[config.mk]
export PLATFORM = sky130hd
export DESIGN_NAME = multicycle_ctrl_fsm_flat
export DESIGN_NICKNAME = d
export VERILOG_FILES = /design/src/rtl/multicycle_ctrl_fsm_if.sv /design/src/rtl/multicycle_ctrl_fsm.sv /design/src/flat_wrapper.sv
export SDC_FILE = /design/constraint.sdc
export NUM_CORES = 1
export LEC_CHECK = 0
export BUFFER_PORTS_ARGS = -buffer_cell sky130_fd_sc_hd__buf_4
export CORE_MARGIN = 3
export CORE_UTILIZATION = 46
export CTS_CLUSTER_DIAMETER = 80
export DETAILED_ROUTE_END_ITERATION = 8
export PLACE_DENSITY = 0.76
export SKIP_LAST_GASP = 1
export SYNTH_ARGS = -nofsm -noshare
export SYNTH_HDL_FRONTEND = slang
export SYNTH_SLANG_ARGS = --single-unit
[constraint.sdc]
create_clock -name clk -period 2.6 [get_ports clk]
set_input_delay 0.52 -clock clk [delete_from_list [all_inputs] [get_ports clk]]
set_output_delay 0.52 -clock clk [all_outputs]
set_load 0.02 [all_outputs]
[src/rtl/multicycle_ctrl_fsm_if.sv]
// Control bundle between the multicycle control FSM and its datapath.
// master: control unit (drives controls); slave: datapath/IR/memory side.
interface multicycle_ctrl_fsm_if #(
  parameter int OP_W  = 6,
  parameter int CNT_W = 32
);

  logic [OP_W-1:0]  opcode;
  logic             mem_ready;

  logic             pcwrite;
  logic             pcwritecond;
  logic             branch_ne;
  logic             iord;
  logic             memread;
  logic             memwrite;
  logic             irwrite;
  logic             memtoreg;
  logic             regdst;
  logic             regwrite;
  logic             alusrca;
  logic [1:0]       alusrcb;
  logic [1:0]       aluop;
  logic [1:0]       pcsource;

  logic [3:0]       state;
  logic             illegal_op;
  logic             instr_retired;
  logic [CNT_W-1:0] instr_count;

  modport master (
    input  opcode,
    input  mem_ready,
    output pcwrite,
    output pcwritecond,
    output branch_ne,
    output iord,
    output memread,
    output memwrite,
    output irwrite,
    output memtoreg,
    output regdst,
    output regwrite,
    output alusrca,
    output alusrcb,
    output aluop,
    output pcsource,
    output state,
    output illegal_op,
    output instr_retired,
    output instr_count
  );

  modport slave (
    output opcode,
    output mem_ready,
    input  pcwrite,
    input  pcwritecond,
    input  branch_ne,
    input  iord,
    input  memread,
    input  memwrite,
    input  irwrite,
    input  memtoreg,
    input  regdst,
    input  regwrite,
    input  alusrca,
    input  alusrcb,
    input  aluop,
    input  pcsource,
    input  state,
    input  illegal_op,
    input  instr_retired,
    input  instr_count
  );

endinterface

[src/rtl/multicycle_ctrl_fsm.sv]
// Multicycle MIPS control FSM: fetch/decode/execute/mem/writeback sequencing.
// Ports: clk, reset_n (sync, active low), bus (master: opcode/mem_ready in,
// datapath controls, debug state, illegal_op, instr_retired, instr_count out).
module multicycle_ctrl_fsm #(
  parameter int OP_W       = 6,
  parameter int CNT_W      = 32,
  parameter bit ENABLE_BNE = 1'b1
) (
  input  logic                  clk,
  input  logic                  reset_n,
  multicycle_ctrl_fsm_if.master bus
);

  typedef enum logic [3:0] {
    S_IDLE   = 4'd0,
    S_FETCH  = 4'd1,
    S_DECODE = 4'd2,
    S_MEMADR = 4'd3,
    S_MEMRD  = 4'd4,
    S_MEMWB  = 4'd5,
    S_MEMWR  = 4'd6,
    S_RTEXEC = 4'd7,
    S_RTWB   = 4'd8,
    S_BEQ    = 4'd9,
    S_JUMP   = 4'd10,
    S_ADDIEX = 4'd11,
    S_ADDIWB = 4'd12,
    S_BNE    = 4'd13
  } state_e;

  state_e           state_q;
  state_e           state_d;
  logic [CNT_W-1:0] cnt_q;
  logic [CNT_W-1:0] cnt_d;

  logic             op_rtype;
  logic             op_lw;
  logic             op_sw;
  logic             op_addi;
  logic             op_beq;
  logic             op_bne;
  logic             op_j;
  logic             op_legal;

  logic             pcwrite;
  logic             pcwritecond;
  logic             branch_ne;
  logic             iord;
  logic             memread;
  logic             memwrite;
  logic             irwrite;
  logic             memtoreg;
  logic             regdst;
  logic             regwrite;
  logic             alusrca;
  logic [1:0]       alusrcb;
  logic [1:0]       aluop;
  logic [1:0]       pcsource;
  logic             illegal_op;
  logic             retired;

  // Full-width compares: any set bit above [5:0] makes the opcode illegal.
  always_comb begin
    op_rtype = (bus.opcode == OP_W'(6'b000000));
    op_lw    = (bus.opcode == OP_W'(6'b100011));
    op_sw    = (bus.opcode == OP_W'(6'b101011));
    op_addi  = (bus.opcode == OP_W'(6'b001000));
    op_beq   = (bus.opcode == OP_W'(6'b000100));
    op_bne   = ENABLE_BNE &&
               (bus.opcode == OP_W'(6'b000101));
    op_j     = (bus.opcode == OP_W'(6'b000010));
    op_legal = op_rtype | op_lw | op_sw | op_addi |
               op_beq | op_bne | op_j;
  end

  always_comb begin
    state_d = state_q;
    unique case (state_q)
      S_IDLE:   state_d = S_FETCH;
      S_FETCH: begin
        if (bus.mem_ready) state_d = S_DECODE;
      end
      S_DECODE: begin
        unique case (1'b1)
          op_rtype:     state_d = S_RTEXEC;
          op_lw, op_sw: state_d = S_MEMADR;
          op_addi:      state_d = S_ADDIEX;
          op_beq:       state_d = S_BEQ;
          op_bne:       state_d = S_BNE;
          op_j:         state_d = S_JUMP;
          default:      state_d = S_FETCH;
        endcase
      end
      S_MEMADR: state_d = op_lw ? S_MEMRD : S_MEMWR;
      S_MEMRD: begin
        if (bus.mem_ready) state_d = S_MEMWB;
      end
      S_MEMWR: begin
        if (bus.mem_ready) state_d = S_FETCH;
      end
      S_RTEXEC: state_d = S_RTWB;
      S_ADDIEX: state_d = S_ADDIWB;
      S_MEMWB,
      S_RTWB,
      S_ADDIWB,
      S_BEQ,
      S_BNE,
      S_JUMP:   state_d = S_FETCH;
      default:  state_d = S_FETCH;
    endcase
  end

  // Moore decode of the current state; only FETCH/MEMWR look at mem_ready.
  always_comb begin
    pcwrite     = 1'b0;
    pcwritecond = 1'b0;
    branch_ne   = 1'b0;
    iord        = 1'b0;
    memread     = 1'b0;
    memwrite    = 1'b0;
    irwrite     = 1'b0;
    memtoreg    = 1'b0;
    regdst      = 1'b0;
    regwrite    = 1'b0;
    alusrca     = 1'b0;
    alusrcb     = 2'b00;
    aluop       = 2'b00;
    pcsource    = 2'b00;
    illegal_op  = 1'b0;
    retired     = 1'b0;
    unique case (state_q)
      S_IDLE: ;
      S_FETCH: begin
        memread = 1'b1;
        alusrcb = 2'b01;
        irwrite = bus.mem_ready;
        pcwrite = bus.mem_ready;
      end
      S_DECODE: begin
        alusrcb    = 2'b11;
        illegal_op = ~op_legal;
      end
      S_MEMADR: begin
        alusrca = 1'b1;
        alusrcb = 2'b10;
      end
      S_MEMRD: begin
        memread = 1'b1;
        iord    = 1'b1;
      end
      S_MEMWB: begin
        regwrite = 1'b1;
        memtoreg = 1'b1;
        retired  = 1'b1;
      end
      S_MEMWR: begin
        memwrite = 1'b1;
        iord     = 1'b1;
        retired  = bus.mem_ready;
      end
      S_RTEXEC: begin
        alusrca = 1'b1;
        aluop   = 2'b10;
      end
      S_RTWB: begin
        regwrite = 1'b1;
        regdst   = 1'b1;
        retired  = 1'b1;
      end
      S_ADDIEX: begin
        alusrca = 1'b1;
        alusrcb = 2'b10;
      end
      S_ADDIWB: begin
        regwrite = 1'b1;
        retired  = 1'b1;
      end
      S_BEQ, S_BNE: begin
        alusrca     = 1'b1;
        aluop       = 2'b01;
        pcwritecond = 1'b1;
        pcsource    = 2'b01;
        branch_ne   = (state_q == S_BNE);
        retired     = 1'b1;
      end
      S_JUMP: begin
        pcwrite  = 1'b1;
        pcsource = 2'b10;
        retired  = 1'b1;
      end
      default: ;
    endcase
  end

  always_comb begin
    cnt_d = cnt_q + CNT_W'(retired);
  end

  always_ff @(posedge clk) begin
    if (!reset_n) begin
      state_q <= S_IDLE;
      cnt_q   <= '0;
    end else begin
      state_q <= state_d;
      cnt_q   <= cnt_d;
    end
  end

  assign bus.pcwrite       = pcwrite;
  assign bus.pcwritecond   = pcwritecond;
  assign bus.branch_ne     = branch_ne;
  assign bus.iord          = iord;
  assign bus.memread       = memread;
  assign bus.memwrite      = memwrite;
  assign bus.irwrite       = irwrite;
  assign bus.memtoreg      = memtoreg;
  assign bus.regdst        = regdst;
  assign bus.regwrite      = regwrite;
  assign bus.alusrca       = alusrca;
  assign bus.alusrcb       = alusrcb;
  assign bus.aluop         = aluop;
  assign bus.pcsource      = pcsource;
  assign bus.state         = state_q;
  assign bus.illegal_op    = illegal_op;
  assign bus.instr_retired = retired;
  assign bus.instr_count   = cnt_q;

endmodule

[src/flat_wrapper.sv]
// flat-port wrapper written by rule: the top's interface ports become plain ports
module multicycle_ctrl_fsm_flat 
#(
  parameter int OP_W       = 6,
  parameter int CNT_W      = 32,
  parameter bit ENABLE_BNE = 1'b1
)
  (clk, reset_n, bus_opcode, bus_mem_ready, bus_pcwrite, bus_pcwritecond, bus_branch_ne, bus_iord, bus_memread, bus_memwrite, bus_irwrite, bus_memtoreg, bus_regdst, bus_regwrite, bus_alusrca, bus_alusrcb, bus_aluop, bus_pcsource, bus_state, bus_illegal_op, bus_instr_retired, bus_instr_count);
  multicycle_ctrl_fsm_if #(.OP_W(OP_W), .CNT_W(CNT_W)) bus_i ();
  input  logic clk;
  input  logic reset_n;
  input wire logic [$bits(bus_i.opcode)-1:0] bus_opcode;
  input wire logic [$bits(bus_i.mem_ready)-1:0] bus_mem_ready;
  output wire logic [$bits(bus_i.pcwrite)-1:0] bus_pcwrite;
  output wire logic [$bits(bus_i.pcwritecond)-1:0] bus_pcwritecond;
  output wire logic [$bits(bus_i.branch_ne)-1:0] bus_branch_ne;
  output wire logic [$bits(bus_i.iord)-1:0] bus_iord;
  output wire logic [$bits(bus_i.memread)-1:0] bus_memread;
  output wire logic [$bits(bus_i.memwrite)-1:0] bus_memwrite;
  output wire logic [$bits(bus_i.irwrite)-1:0] bus_irwrite;
  output wire logic [$bits(bus_i.memtoreg)-1:0] bus_memtoreg;
  output wire logic [$bits(bus_i.regdst)-1:0] bus_regdst;
  output wire logic [$bits(bus_i.regwrite)-1:0] bus_regwrite;
  output wire logic [$bits(bus_i.alusrca)-1:0] bus_alusrca;
  output wire logic [$bits(bus_i.alusrcb)-1:0] bus_alusrcb;
  output wire logic [$bits(bus_i.aluop)-1:0] bus_aluop;
  output wire logic [$bits(bus_i.pcsource)-1:0] bus_pcsource;
  output wire logic [$bits(bus_i.state)-1:0] bus_state;
  output wire logic [$bits(bus_i.illegal_op)-1:0] bus_illegal_op;
  output wire logic [$bits(bus_i.instr_retired)-1:0] bus_instr_retired;
  output wire logic [$bits(bus_i.instr_count)-1:0] bus_instr_count;
  assign bus_i.opcode = bus_opcode;
  assign bus_i.mem_ready = bus_mem_ready;
  assign bus_pcwrite = bus_i.pcwrite;
  assign bus_pcwritecond = bus_i.pcwritecond;
  assign bus_branch_ne = bus_i.branch_ne;
  assign bus_iord = bus_i.iord;
  assign bus_memread = bus_i.memread;
  assign bus_memwrite = bus_i.memwrite;
  assign bus_irwrite = bus_i.irwrite;
  assign bus_memtoreg = bus_i.memtoreg;
  assign bus_regdst = bus_i.regdst;
  assign bus_regwrite = bus_i.regwrite;
  assign bus_alusrca = bus_i.alusrca;
  assign bus_alusrcb = bus_i.alusrcb;
  assign bus_aluop = bus_i.aluop;
  assign bus_pcsource = bus_i.pcsource;
  assign bus_state = bus_i.state;
  assign bus_illegal_op = bus_i.illegal_op;
  assign bus_instr_retired = bus_i.instr_retired;
  assign bus_instr_count = bus_i.instr_count;
  multicycle_ctrl_fsm #(.OP_W(OP_W), .CNT_W(CNT_W), .ENABLE_BNE(ENABLE_BNE)) u_core (.clk(clk), .reset_n(reset_n), .bus(bus_i));
endmodule
**Word-level counts from Yosys, hierarchy flattened**

Index checks and enable logic that the tools add are counted.

- Bits in registers: 36
- Bits of input ports: 9

- Add/sub/neg operators: 1
- Bitwise logic cells: 7
- Equal/unequal tests: 22
- Muxes and demuxes: 22
- Reduce and logical (&&, ||, !) cells: 10

Operator list:

| operator | count |
|---|---|
| adder 32 x 1 -> 32 bit | 1 |
| case mux 4 bit (7 select lines) | 1 |
| equality test 4 bit, second input constant | 6 |
| case mux 4 bit (6 select lines) | 1 |
| equality test 4 x 3 -> 1 bit, second input constant | 4 |
| equality test 6 x 3 -> 1 bit, second input constant | 2 |
| equality test 6 bit, second input constant | 2 |
| two-way mux 4 bit | 3 |
| two-way mux 1 bit | 11 |
| OR reduction 2 bit | 5 |
| equality test 4 x 2 -> 1 bit, second input constant | 2 |
| case mux 2 bit (2 select lines) | 2 |
| equality test 6 x 2 -> 1 bit, second input constant | 1 |
| equality test 6 x 4 -> 1 bit, second input constant | 1 |
| logical NOT 6 bit | 1 |
| != test 2 bit, second input constant | 3 |
| OR 1 bit | 6 |
| case mux 2 bit (3 select lines) | 1 |
| OR reduction 6 bit | 1 |
| OR reduction 5 bit | 1 |
| equality test 4 x 1 -> 1 bit, second input constant | 1 |
| case mux 1 bit (2 select lines) | 2 |
| AND reduction 3 bit | 1 |
| OR reduction 3 bit | 1 |
| other kinds (2) | 2 |

**Depth between registers and ports, before layout**

Gate-level depths: netlist of run 1.

- Word-level depth: 9
- Gate-level depth with buffers: 11

**Least setup slack after synthesis of run 1**

Ideal clock, no wire load.

- Path kind: register to register
- Start: reg u_core.state_q[1] (netlist: u_core.bus.state[1])
- End: reg u_core.cnt_q[24] (netlist: u_core.bus.instr_count[24])
- Arrival time: 2.880 ns
- Clock period less this slack: 2.951 ns
- Slack: -0.351 ns
- Data required time: 2.530 ns
- Setup time: 0.070 ns
- Cell stages (with the launch flop): 11
- Cells stage by stage: dfxtp_1 > clkbuf_1 > clkbuf_1 > a31oi_1 > o22ai_1 > ha_1 > ha_1 > nand2_1 > nor4_1 > or4b_1 > a21oi_1

- Word-level cells in the longest chain between the ends: 4
- Elaborated cells between the ends (all ways): 10
- Those cells by class: 1 x add/sub; 7 x eq/ne; 1 x mux; 1 x reduce/logical

RTL lines:

| item | line | text |
|---|---|---|
| start: declaration | multicycle_ctrl_fsm.sv:31 | `state_e state_q;` |
| start signal: assignment | multicycle_ctrl_fsm.sv:204 | `state_q <= state_d;` |
| equality test 4 x 3 -> 1 bit or equality test 4 bit (tied branches) | multicycle_ctrl_fsm.sv:131 | `unique case (state_q)` |
| OR reduction 6 bit (no source line) | n/a |  |
| case mux 1 bit (2 select lines) (*) | multicycle_ctrl_fsm.sv:131 |  |
| named net bus_instr_retired | flat_wrapper.sv:30 | `output wire logic [$bits(bus_i.instr_retired)-1:0] bus_instr_retired;` |
| adder 32 x 1 -> 32 bit (*) | multicycle_ctrl_fsm.sv:196 | `cnt_d = cnt_q + CNT_W'(retired);` |
| end signal: assignment | multicycle_ctrl_fsm.sv:205 | `cnt_q <= cnt_d;` |
| end: declaration | multicycle_ctrl_fsm.sv:33 | `logic [CNT_W-1:0] cnt_q;` |

The timed path passes the listed nets; every way through them passes the cells marked *.
A chain may end at the register's enable or synchronous reset.

**Final worst setup path of run 1**

- Start: reg u_core.state_q[3] (netlist: u_core.bus.state[3])
- End: reg u_core.cnt_q[26] (netlist: u_core.bus.instr_count[26])

- Word-level cells in the longest chain between the ends: 4
- Elaborated cells between the ends (all ways): 10
- Those cells by class: 1 x add/sub; 7 x eq/ne; 1 x mux; 1 x reduce/logical

RTL lines:

| item | line |
|---|---|
| equality test 4 x 3 -> 1 bit or equality test 4 bit (tied branches) | multicycle_ctrl_fsm.sv:131 |
| OR reduction 6 bit (no source line) | n/a |
| case mux 1 bit (2 select lines) (*) | multicycle_ctrl_fsm.sv:131 |
| adder 32 x 1 -> 32 bit (*) | multicycle_ctrl_fsm.sv:196 |

Every way passes the cells marked *; elsewhere a longest branch is shown, timed or not.

==> out/metrics.cfg, run 1 <==
[synthesis]
netlist-cell-type-count=43
synthAdderAreaFrac_pct=1.19
synth.most_common_cell=dfxtp_1
yosys.area_share.simple_pct=35.1
synth_top_family_by_area=simple AND/OR/NAND/NOR gates
synthMuxAreaShare_pct=0
yosysWarnings=0
avgSynthCellArea_um2=7.93
synth_edf_count=0
synth-main-ff-cell=dfxtp_1
synth-compound-area-share_pct=17.7
synthXorXnorAreaFrac_pct=6.25
netlist.area_leader.share_pct=34.3
synth.area.top_cells=dfxtp_1 (34%), a21oi_1 (6.4%), nor2_1 (4.5%), and3_1 (3.6%), o31ai_1 (3.6%)
ys_seq_area_share_pct=34.3
yosys.area.top_type=dfxtp_1
ys_ff_latch=36
async_flop_share_pct=0
synth_fp_nets=276
synth_common_cells=dfxtp_1 (36), a21oi_1 (27), nor2_1 (25)
synthCells=265
syn_area_mm2=0.00210

[pwr]
seqPwrFrac_pct=49.4
power_leakage_uw=0.00114
power_density_mw_per_mm2=416
p_switching_uw=287
combPwrFrac_pct=13.0
p_sw_share_pct=25.2
ir_worst_vdd_mv=0.190
intPower_uw=853
clock_power_share_pct=37.6

[floorplan]
ioPinCount=64
start_util_pct=50.0
dieArea_mm2=0.00541
die_y_um=73.6
die_w_um=73.6
design.core.area_mm2=0.00420
rows=23

[global_route]
antenna_found_initial=0
grt_max_degree=19
grt_pass1_wl_mm=9.31
grt_use_total_pct=21.9
grt_pass1_vias=2029
grt_remaining_overflow=0

[placement]
post-place-ws_ns=0.143
dp_cells=369
place.gp.congestion=0.884
placed_area_mm2=0.00263
numPortBuffers=63
dp_hpwl_mm=4.19

[setup_path]
critPathCaptureType=flip-flop
path_class=flip-flop to flip-flop
required_ns=2.82
critical_path.max_fanout=10
start_kind=flip-flop
cp.arrival_ns=2.60

[cells_and_area]
layout-drive-gt1-share_pct=27.9
fin_nets=337
fillers=358
final_cells=376
synthToLayoutAreaGrowth_pct=30.5
diodes=0
final_area_mm2=0.00274

[job]
max-cap-violations=0

[sta]
max_freq_mhz=421
worst_pin_slew_ns=0.488
finalClockSkew_ns=0.00892
relSlewSlack_pct=67.4
slew_violations=0
timing.final.ws_setup_ns=0.222
setup-violations-final=0
period_minus_slack_ns=2.38
period_share_pct=91.4
hold_violations=0

[run_status]
status=finished, final reports clean

[routing]
drt_first_pass_iters=5
ant_nets=0
vias=2262
drtIter0Drc=187
vias_per_cell=6.02
drt_wl_total_mm=5.69
drc_errors=0
wl_per_cell_um=15.1

[clock_tree]
postCtsSetupRepairBufs=0
cts_sinks=36
numCtsBuffers=5
root_buffer=clkbuf_8
holdBufCountCts=0
cts_buffer_depth=2
post_cts_resized=0
clock_latency_ns=0.29
clk_pin_slew_ns=0.07
h-tree-depth=2
cts_tree=done

[worst_hold_path]
hp-class=input pin to flip-flop

-- layout by cell type (no fill, tap or decap), types with 3 or more instances in the layout --
cell | netlist | final
buf_4 | 3 | 71
dfxtp_1 | 36 | 33
a21oi_1 | 27 | 27
nor2_1 | 25 | 25
nand2_1 | 18 | 18
and3_1 | 12 | 12
nand4_1 | 11 | 11
o21ai_0 | 10 | 10
o31ai_1 | 10 | 10
or4_1 | 10 | 10
inv_1 | 9 | 9
xnor2_1 | 8 | 8
nand3_1 | 7 | 7
xor2_1 | 7 | 7
clkbuf_8 | 0 | 7
nor3_1 | 5 | 5
and4_1 | 5 | 5
a31oi_1 | 4 | 4
and2_1 | 5 | 4
or3_1 | 4 | 4
nand2b_1 | 3 | 3
or4b_1 | 3 | 3
nor4_1 | 4 | 3
dfxtp_2 | 0 | 3
-- sequential cells by signal, summed over array words and instances (netlist names) --
register / count
u_core.bus.state: 4
u_core.bus.instr_count: 32
-- area by class of cell --
class	count	area, µm²	area share [%]
Sequential cell	36	724	26.4
Clock buffer	7	96.3	3.51
Timing Repair Buffer	71	533	19.4
Multi-Input combinational cell	202	1290	47.0
Inverter	10	37.5	1.37
Tap cell	50	62.6	2.28
-- stage by stage --
stage                      TNS, ns  hold WS, ns  util, %  power [µW]
after floorplan                  0        0.551        -         661
after global placement           0        0.467     62.5         722
after detailed placement         0        0.478     62.5         722
after CTS                        0        0.457     64.8        1150
after global routing      -0.00741        0.455     65.2        1180
final                            0        0.464     65.2        1140
-- per-layer routing --
layer,share of wire [%],routed length [µm],up-vias,track usage (%)
met5,0,0,-,0
met4,1.6,92,0,7.44
met3,6.9,393,8,5.34
met2,46,2590,94,34.4
met1,46,2610,1054,29.1
li1,-,-,1106,-
-- worst paths after layout --
check / end / depth (start not counted) / from / slack [ns]
setup reg to reg: u_core.bus.instr_count[26]$_SDFF_PN0_ / 10 / u_core.bus.state[3]$_SDFFE_PN0P_ / 0.22
setup / recovery: u_core.bus.instr_count[26]$_SDFF_PN0_ / 10 / u_core.bus.state[3]$_SDFFE_PN0P_ / 0.22
hold reg to reg: u_core.bus.instr_count[31]$_SDFF_PN0_ / 2 / u_core.bus.instr_count[31]$_SDFF_PN0_ / 0.49
hold / removal: u_core.bus.instr_count[0]$_SDFF_PN0_ / 2 / reset_n / 0.46
-- critical path, cell delays in order (launching register included) --
cell and delay (ns):
dfxtp_2 0.42, nand2b_1 0.14, inv_1 0.08, a31oi_1 0.04, o22ai_2 0.13, ha_1 0.19
ha_1 0.20, nand2_1 0.14, nor4_2 0.33, or4b_1 0.47, a21oi_1 0.16
-- power by group through the flow --
stage / registers, µW / clock network (µW) / logic, µW
final: 563 / 429 / 148
after global routing: 564 / 461 / 159
after CTS: 563 / 438 / 147
after detailed placement: 576 / 0 / 146
after global placement: 575 / 0 / 147
after floorplan: 578 / 0 / 83.2
-- kinds of logic after synthesis --
group,after synthesis
buffers and inverters,27
AOI/OAI and AO/OA,61
DFF,36
and+or+nand+nor,124
adders and majority gates,2
xor gates and xnor gates,15
Power figures use the tool's default switching activity.
==> run 2, diff against run 1 <==
Settings changed: PLACE_DENSITY 0.76 to not set, PLACE_DENSITY_LB_ADDON set to 0.08.
==> run 2 against run 1 <==
Compared with the run above: power fell by 2.8%; critical path depth fell by 2; core utilization fell by 0.83 points; first-iteration DRC count fell by 12%; flip-flop and latch count did not move; die area did not move; critical path type unchanged.
==> out/metrics.cfg, run 2 (same netlist as run 1, synthesis figures left out) <==
[run_status]
status=finished, final reports clean

[setup_path]
path_class=flip-flop to flip-flop
r2r_start=u_core.bus.state[2]$_SDFFE_PN0P_
ff2ff_setup_slack_ns=0.25
start_kind=flip-flop
critical_path.max_fanout=10
reg2reg_depth=8
path_buf_inv=1
crit_path_frequent_cell=a21oi_1
critPathCaptureType=flip-flop
crit_chain=buf_4, a21oi_1, o22ai_2, ha_1, and3_1, nand2_1, or4_1, a21oi_1
slowest_stage=or4_1
max_stage_delay_ns=0.53
crit_family=simple AND/OR/NAND/NOR gates
required_ns=2.83
r2r_end=u_core.bus.instr_count[23]$_SDFF_PN0_
cp.arrival_ns=2.58

[cells_and_area]
fin_nets=335
mostFrequentLayoutCell=buf_4
synthToLayoutAreaGrowth_pct=28.8
diodes=0
layout-drive-gt1-share_pct=27.1
largest_reg_flops=32
final_cell_mix=buf_4 (69), dfxtp_1 (35), a21oi_1 (27)
fillers=408

[sta]
period_minus_slack_ns=2.35
worst_pin_slew_ns=0.406
relSlewSlack_pct=72.9
finalClockSkew_ns=0.0121
setup-violations-final=0
max_freq_mhz=426
period_share_pct=90.2
rsz0062_at_grt=no
setup_tns_ns=0
slew_violations=0
timing.final.ws_setup_ns=0.254
hold_violations=0

[routing]
vias=2221
vias_per_cell=5.92
drt_first_pass_iters=4
drtIter0Drc=165
wl_per_cell_um=14.8
ant_nets=0
drc_errors=0
drt_wl_total_mm=5.57

[placement]
post-place-ws_ns=0.183
place.gp.congestion=0.831
numPortBuffers=63
dp_hpwl_mm=4.06

[clock_tree]
clock_latency_ns=0.30
root_buffer=clkbuf_8
postCtsSetupRepairBufs=0
clk_pin_slew_ns=0.08
cts_buffer_depth=2
cts_sinks=36
cts_tree=done
h-tree-depth=2
numCtsBuffers=5

[worst_hold_path]
hp-class=input pin to flip-flop
hold_path_depth=2
hold_end=u_core.bus.instr_count[1]$_SDFF_PN0_
worstHoldStart=reset_n

[pwr]
total_power_uw=1110
power_leakage_uw=0.00112
power_density_mw_per_mm2=409
ir_worst_vdd_mv=0.265

[floorplan]
start_util_pct=50.0
rows=23
die_y_um=73.6
die_w_um=73.6
dieArea_mm2=0.00541
design.core.area_mm2=0.00420
ioPinCount=64

[job]
max-cap-violations=0

[global_route]
antenna_found_initial=0
grt_pass1_wl_mm=9.56
grt_use_total_pct=22.2
grt_max_degree=31
grt_pass1_vias=2015
grt_remaining_overflow=0

-- run 2: changes by cell type in the layout (fill, tap and decap cells not counted), sizes merged --
cell    delta
clkbuf     -2
clkinv     +3
buf        -2
-- run 2: metal layers --
metal  routed length (µm)  GRT usage [%]  vias up  share of wire (%)
li1                     -              -     1103                  -
met1                 2550           30.5     1038                 46
met2                 2570           33.1       75                 46
met3                  377           6.02        5                6.8
met4                   68           8.45        0                1.2
met5                    0              0        -                  0
-- run 2: how the worst max path moves through the flow --
stage	depth (start not counted)	slack, ns	to	startpoint
3_5_place_dp	9	0.18	u_core.bus.instr_count[24]$_SDFF_PN0_	bus_mem_ready
5_1_grt	8	0.02	u_core.bus.instr_count[23]$_SDFF_PN0_	u_core.bus.state[2]$_SDFFE_PN0P_
2_1_floorplan	10	0.005	u_core.bus.instr_count[24]$_SDFF_PN0_	u_core.bus.state[2]$_SDFFE_PN0P_
3_3_place_gp	9	0.26	u_core.bus.instr_count[18]$_SDFF_PN0_	bus_mem_ready
4_1_cts	9	0.23	u_core.bus.instr_count[24]$_SDFF_PN0_	u_core.bus.state[2]$_SDFFE_PN0P_
6_report	8	0.25	u_core.bus.instr_count[23]$_SDFF_PN0_	u_core.bus.state[2]$_SDFFE_PN0P_
-- run 2: where the power goes --
part	switching (µW)	internal, µW	leakage [µW]
Combinational	89.0	60.5	0.000777
Sequential	4.82	556	0.000291
Clock	211	187	0.0000479
Total	305	803	0.00112
-- run 2: area by class of cell --
type | instances | area [µm²] | share of cell area [%]
Multi-Input combinational cell | 202 | 1280 | 47.2
Clock buffer | 5 | 68.8 | 2.54
Inverter | 10 | 37.5 | 1.39
Tap cell | 50 | 62.6 | 2.31
Sequential cell | 36 | 722 | 26.7
Clock inverter | 3 | 18.8 | 0.693
Timing Repair Buffer | 69 | 518 | 19.1
-- run 2: stage by stage --
step | std cells | hold WS [ns] | utilization (%) | area [µm²]
global placement | 367 | 0.467 | 62.2 | 2610
global route | 375 | 0.455 | 64.4 | 2710
detailed placement | 367 | 0.480 | 62.2 | 2610
floorplan | 265 | 0.551 | - | 2110
finish | 375 | 0.456 | 64.4 | 2710
CTS | 375 | 0.450 | 64.2 | 2700
-- run 2: what timing repair did --
item / 4_1_cts / 5_1_grt
hold buffers: 0 / 0
resized for setup: 0 / 2
endpoints found under the setup margin: 0 / 3
